### src/rtl/fifo_arb_pkg.sv
`default_nettype none
// ============================================================================
// Module      : fifo_arb_pkg
// Description : Shared types, default sizes and the round-robin search
//               function for the FIFO write-side arbiter.
// Revision    : 1.0 - initial release
// ============================================================================
package fifo_arb_pkg;

    localparam int          NREQ_DEF      = 4;
    localparam int          DW_DEF        = 8;
    localparam int          MAX_BURST_DEF = 4;
    // Widest requester vector the search function handles.
    localparam int unsigned RR_MAX        = 16;

    typedef enum logic [0:0] {
        IDLE  = 1'b0,
        BURST = 1'b1
    } state_t;

    // Returns the first requesting index found when searching upward from
    // last+1, wrapping modulo nreq. The scan walks the offsets from the
    // farthest to the nearest, so the nearest requester is written last and
    // wins. Returns 0 when nothing requests (callers qualify with |req).
    function automatic int unsigned next_rr(
        input logic [RR_MAX-1:0] req,
        input int unsigned       last,
        input int unsigned       nreq
    );
        int unsigned pick;
        int unsigned j;
        pick = 0;
        for (int unsigned k = RR_MAX; k >= 1; k--) begin
            if (k <= nreq) begin
                j = (last + k) % nreq;
                if (|(req & (RR_MAX'(1) << j))) begin
                    pick = j;
                end
            end
        end
        return pick;
    endfunction

endpackage
`default_nettype wire

### src/rtl/rr_picker.sv
`default_nettype none
// ============================================================================
// Module      : rr_picker
// Description : Combinational round-robin picker. Chooses the first active
//               request searching upward from last+1 (wrapping).
// Ports       : req  - per-requester request vector
//               last - index of the previous winner
//               idx  - chosen index (valid when any=1)
//               any  - at least one request is active
// Revision    : 1.0 - initial release
// ============================================================================
module rr_picker
    import fifo_arb_pkg::*;
#(
    parameter int NREQ = NREQ_DEF,
    parameter int IW   = $clog2(NREQ)
) (
    input  logic [NREQ-1:0] req,
    input  logic [IW-1:0]   last,
    output logic [IW-1:0]   idx,
    output logic            any
);

    logic [RR_MAX-1:0] w_req_ext;

    always_comb begin
        w_req_ext            = '0;
        w_req_ext[NREQ-1:0]  = req;
    end

    assign idx = IW'(next_rr(w_req_ext, 32'(last), 32'(NREQ)));
    assign any = |req;

endmodule
`default_nettype wire

### src/rtl/fifo_wr_arbiter.sv
`default_nettype none
// ============================================================================
// Module      : fifo_wr_arbiter
// Description : Round-robin burst arbiter sharing one FIFO write port among
//               NREQ requesters, throttled by the FIFO full/almost-full flags.
// Ports       : wclk, wrst          - write clock, async active-high reset
//               req, req_data       - requester valids and packed data
//               gnt                 - combinational one-hot accept
//               wfull, wfull_a      - FIFO full / almost-full (<=1 free)
//               winc, wdata         - registered FIFO write port
//               owner, busy         - current burst owner / in-burst flag
// Revision    : 1.0 - initial release
// ============================================================================
module fifo_wr_arbiter
    import fifo_arb_pkg::*;
#(
    parameter  int NREQ      = NREQ_DEF,
    parameter  int DW        = DW_DEF,
    parameter  int MAX_BURST = MAX_BURST_DEF,
    localparam int OW        = $clog2(NREQ),
    localparam int CW        = $clog2(MAX_BURST + 1)
) (
    input  logic               wclk,
    input  logic               wrst,
    input  logic [NREQ-1:0]    req,
    input  logic [NREQ*DW-1:0] req_data,
    output logic [NREQ-1:0]    gnt,
    input  logic               wfull,
    input  logic               wfull_a,
    output logic               winc,
    output logic [DW-1:0]      wdata,
    output logic [OW-1:0]      owner,
    output logic               busy
);

    state_t        r_state;
    state_t        w_state_nxt;
    logic [OW-1:0] r_owner;
    logic [OW-1:0] r_last_owner;
    logic [CW-1:0] r_count;
    logic          r_winc;
    logic [DW-1:0] r_wdata;

    logic [OW-1:0] w_pick_idx;
    logic          w_pick_any;
    logic          w_accept;
    logic          w_last_word;

    rr_picker #(
        .NREQ (NREQ),
        .IW   (OW)
    ) u_picker (
        .req  (req),
        .last (r_last_owner),
        .idx  (w_pick_idx),
        .any  (w_pick_any)
    );

    // Next-state and accept logic.
    always_comb begin
        w_state_nxt = r_state;
        w_accept    = 1'b0;
        w_last_word = 1'b0;
        gnt         = '0;
        case (r_state)
            IDLE: begin
                if (w_pick_any) begin
                    w_state_nxt = BURST;
                end
            end
            BURST: begin
                // With wfull_a the single free slot may already be claimed by
                // the write sitting in the output register, so hold off.
                w_accept    = req[r_owner] && !wfull && !(wfull_a && r_winc);
                w_last_word = w_accept && (r_count == CW'(MAX_BURST - 1));
                if (w_accept) begin
                    gnt[r_owner] = 1'b1;
                end
                if (w_last_word || !req[r_owner]) begin
                    w_state_nxt = IDLE;
                end
            end
            default: w_state_nxt = IDLE;
        endcase
    end

    always_ff @(posedge wclk or posedge wrst) begin
        if (wrst) begin
            r_state <= IDLE;
        end else begin
            r_state <= w_state_nxt;
        end
    end

    always_ff @(posedge wclk or posedge wrst) begin
        if (wrst) begin
            r_owner      <= '0;
            r_last_owner <= OW'(NREQ - 1);
            r_count      <= '0;
            r_winc       <= 1'b0;
            r_wdata      <= '0;
        end else begin
            r_winc <= w_accept;
            if (w_accept) begin
                r_wdata <= req_data[r_owner*DW +: DW];
                r_count <= r_count + CW'(1);
            end
            if (r_state == IDLE && w_pick_any) begin
                r_owner <= w_pick_idx;
                r_count <= '0;
            end
            if (r_state == BURST && w_state_nxt == IDLE) begin
                r_last_owner <= r_owner;
            end
        end
    end

    assign winc  = r_winc;
    assign wdata = r_wdata;
    assign owner = r_owner;
    assign busy  = (r_state == BURST);

endmodule
`default_nettype wire

### config.mk
export PLATFORM = sky130hd
export DESIGN_NAME = fifo_wr_arbiter
export DESIGN_NICKNAME = d
export VERILOG_FILES = /design/src/rtl/fifo_arb_pkg.sv /design/src/rtl/rr_picker.sv /design/src/rtl/fifo_wr_arbiter.sv
export SDC_FILE = /design/constraint.sdc
export NUM_CORES = 1
export LEC_CHECK = 0
export CORE_MARGIN = 5
export CORE_UTILIZATION = 41
export CTS_BUF_LIST = sky130_fd_sc_hd__clkbuf_8 sky130_fd_sc_hd__clkbuf_16
export CTS_CLUSTER_SIZE = 28
export DETAILED_ROUTE_END_ITERATION = 12
export GPL_TIMING_DRIVEN = 0
export PLACE_DENSITY = 0.88
export SLEW_MARGIN = 20
export SYNTH_ARGS = -nofsm -noshare
export SYNTH_HDL_FRONTEND = slang
export SYNTH_SLANG_ARGS = --single-unit
### constraint.sdc
create_clock -name wclk -period 2.3 [get_ports wclk]
set_input_delay 0.575 -clock wclk [delete_from_list [all_inputs] [get_ports wclk]]
set_output_delay 0.575 -clock wclk [all_outputs]
set_load 0.05 [all_outputs]
==> impl_metrics.json <==
{
  "hp-class": "flip-flop to flip-flop",
  "gp_congestion": 0.756,
  "cts-root-buf": "clkbuf_8",
  "p_leak_nw": 0.821,
  "fin_crit_ns": 2.35,
  "grt_pass1_wl_microns": 5700,
  "drt_first_pass_iters": 4,
  "fmax_ghz": 0.425,
  "hpwl_microns": 2580,
  "final_area_sq_um": 1920,
  "initialDrtViolationCount": 17,
  "cp-start-kind": "input port",
  "routed_wl_microns": 3460,
  "post-route-period-util": 1.02,
  "overflow": 0,
  "h-tree-depth": 1,
  "core_sq_um": 2760,
  "synth_top_family_by_area": "multiplexers",
  "cts_hold_repair.buffers": 0,
  "cp_max_fo": 6,
  "via_per_inst": 5.54,
  "maxCapViolCount": 0,
  "synthTopCellsByArea": "dfrtp_1 (32%), mux4_2 (17%), mux2_2 (7.7%)",
  "post-route-util": 0.696,
  "avgRoutedWirePerCell_microns": 18.1,
  "ys_warn_count": 0,
  "io_pins": 56,
  "clock_latency_ns": 0.25,
  "clkTransAtPathRegs_ns": 0.07,
  "grt_max_degree": 18,
  "cts.sinks": 17,
  "synth_cells": 92,
  "clock_path_buffers": 2,
  "track_usage": 0.179,
  "synth_compound_area_frac": 0.162,
  "syn_nets": 138,
  "tightest_slew_ns": 0.642,
  "postPlaceCellArea_sq_um": 1800,
  "antenna_cells": 0,
  "crit_type": "input port to output port",
  "synth_seq_cells": 17,
  "synth-xor-area-share": 0,
  "p_per_area_nw_per_um2": 1360,
  "critPathRequiredTime_ns": 1.73,
  "numPortBuffers": 55,
  "synthMuxAreaShare": 0.279,
  "violations": "setup timing",
  "grt_pass1_vias": 1185,
  "syn_area_per_cell_sq_um": 12.8,
  "final-hold-violation-count": 0,
  "setup_violations": 2,
  "dp.cells": 178,
  "worst_ir_drop_vdd_v": 0.00106,
  "antenna_left": 0,
  "initial_core_util": 0.427,
  "setup_ws_ns": -0.0507,
  "cts_buffers": 3,
  "synth_area_sq_um": 1180,
  "slew_headroom": 0.571,
  "dieArea_sq_um": 4040,
  "drive_gt1_frac": 0.356,
  "synthDistinctLibCells": 33,
  "yosysSeqAreaShare": 0.363,
  "mostFrequentLayoutCell": "clkdlybuf4s50_1",
  "dieHeight_microns": 63.6,
  "layout_common_cells": "clkdlybuf4s50_1 (45), dfrtp_1 (14), buf_4 (13)",
  "place_ws_ns": -1.29,
  "vias": 1058,
  "final.setup_skew_ns": 0.00256,
  "final_cells": 191,
  "rsz0062_at_grt": "true",
  "synth_top_area_share": 0.319,
  "status": "finished, violations left",
  "final_nets": 207,
  "worst_ep_arrival_time_ns": 1.78,
  "rows": 19,
  "synthAdderAreaFrac": 0.0638,
  "slew_viol_final": 0,
  "antenna_found_initial": 0,
  "synthSimpleGateAreaFrac": 0.0776,
  "syn_to_final_growth_pct": 63.1,
  "drc_errors": 0,
  "die_width_microns": 63.6,
  "cp-end-kind": "output port",
  "synth_area_leader_cell": "dfrtp_1",
  "cts_tree": "yes"
}
## stage by stage
step / setup TNS, ns / hold WS [ns] / total power, mW
3_3_place_gp: -5.41 / 0.481 / 2.22
2_1_floorplan: -0.306 / 0.464 / 1.79
6_report: -0.0984 / 0.506 / 2.61
4_1_cts: -0.136 / 0.508 / 2.59
5_1_grt: -0.164 / 0.529 / 2.76
3_5_place_dp: -5.98 / 0.492 / 2.29
## per-layer routing
layer / vias to the layer above / global-route usage / share of wire
met5: - / 0 / 0
li1: 494 / - / -
met3: 2 / 0.0746 / 0.068
met4: 0 / 0.0182 / 0.0026
met2: 36 / 0.349 / 0.57
met1: 526 / 0.178 / 0.36
## registers in the layout, indices dropped and copies added, names as in the netlist
register / count
wdata: 8
r_count: 3
busy: 1
winc: 1
owner: 2
r_last_owner: 2
## cells by family after synthesis
family	Yosys count
AOI/OAI and AO/OA	21
adders and majority gates	6
buffers and inverters	13
DFF	17
muxes	20
and+or+nand+nor	15
## final timing paths
check,startpoint,endpoint,slack (ns),cells after the start
max in group asynchronous,wrst,owner[0],1.14,2
setup / recovery,req[2],gnt[3],-0.05,6
min in group asynchronous,wrst,wdata[4],0.71,2
hold reg to reg,wdata[1],wdata[1],0.51,1
hold / removal,wdata[1],wdata[1],0.51,1
setup reg to reg,r_last_owner[0],owner[1],0.14,6
## worst max-delay path, stage by stage
cell and delay, ns:
buf_4 0.14, mux4_2 0.51, nand3_4 0.17, inv_4 0.05, and3_4 0.18, buf_8 0.14
## timing repair
item                       CTS  global route
setup endpoints to repair    4             4
buffers inserted             8             3
gates resized for setup     51            10
pin swaps                    2             0
## power breakdown
group          total (mW)  internal, mW  switching [mW]
logic                1.81         0.818           0.992
registers           0.573         0.457           0.116
clock network       0.224         0.120           0.104
total                2.61          1.39            1.21
## synth_stat cells
cell type  instances
a21o_1             1
a311oi_1           1
a31oi_1            1
o41ai_4            1
a22oi_1            4
a22o_1             2
buf_1              1
a221oi_1           1
mux2i_1            1
inv_2              1
dfrtp_1           15
or2_2              1
or4b_1             1
mux2_1             1
nand2_1            4
and3_1             2
nand3_1            4
ha_1               6
o21ai_0            3
nand3_4            1
mux2_2             8
a21oi_1            3
a32o_1             1
mux4_2             9
inv_1              8
dfstp_2            2
buf_6              2
o211ai_1           1
nor3_1             2
a211o_2            1
clkbuf_1           1
mux2_4             1
a221oi_4           1
## layout make-up
class	instances	area, sq um
Timing Repair Buffer	66	628
Clock inverter	1	5.00
Clock buffer	3	41.3
Fill cell	200	837
Buffer	2	12.5
Inverter	9	36.3
Sequential cell	17	429
Multi-Input combinational cell	62	729
Tap cell	31	38.8
Note: power is estimated with default switching activity, not from simulation.
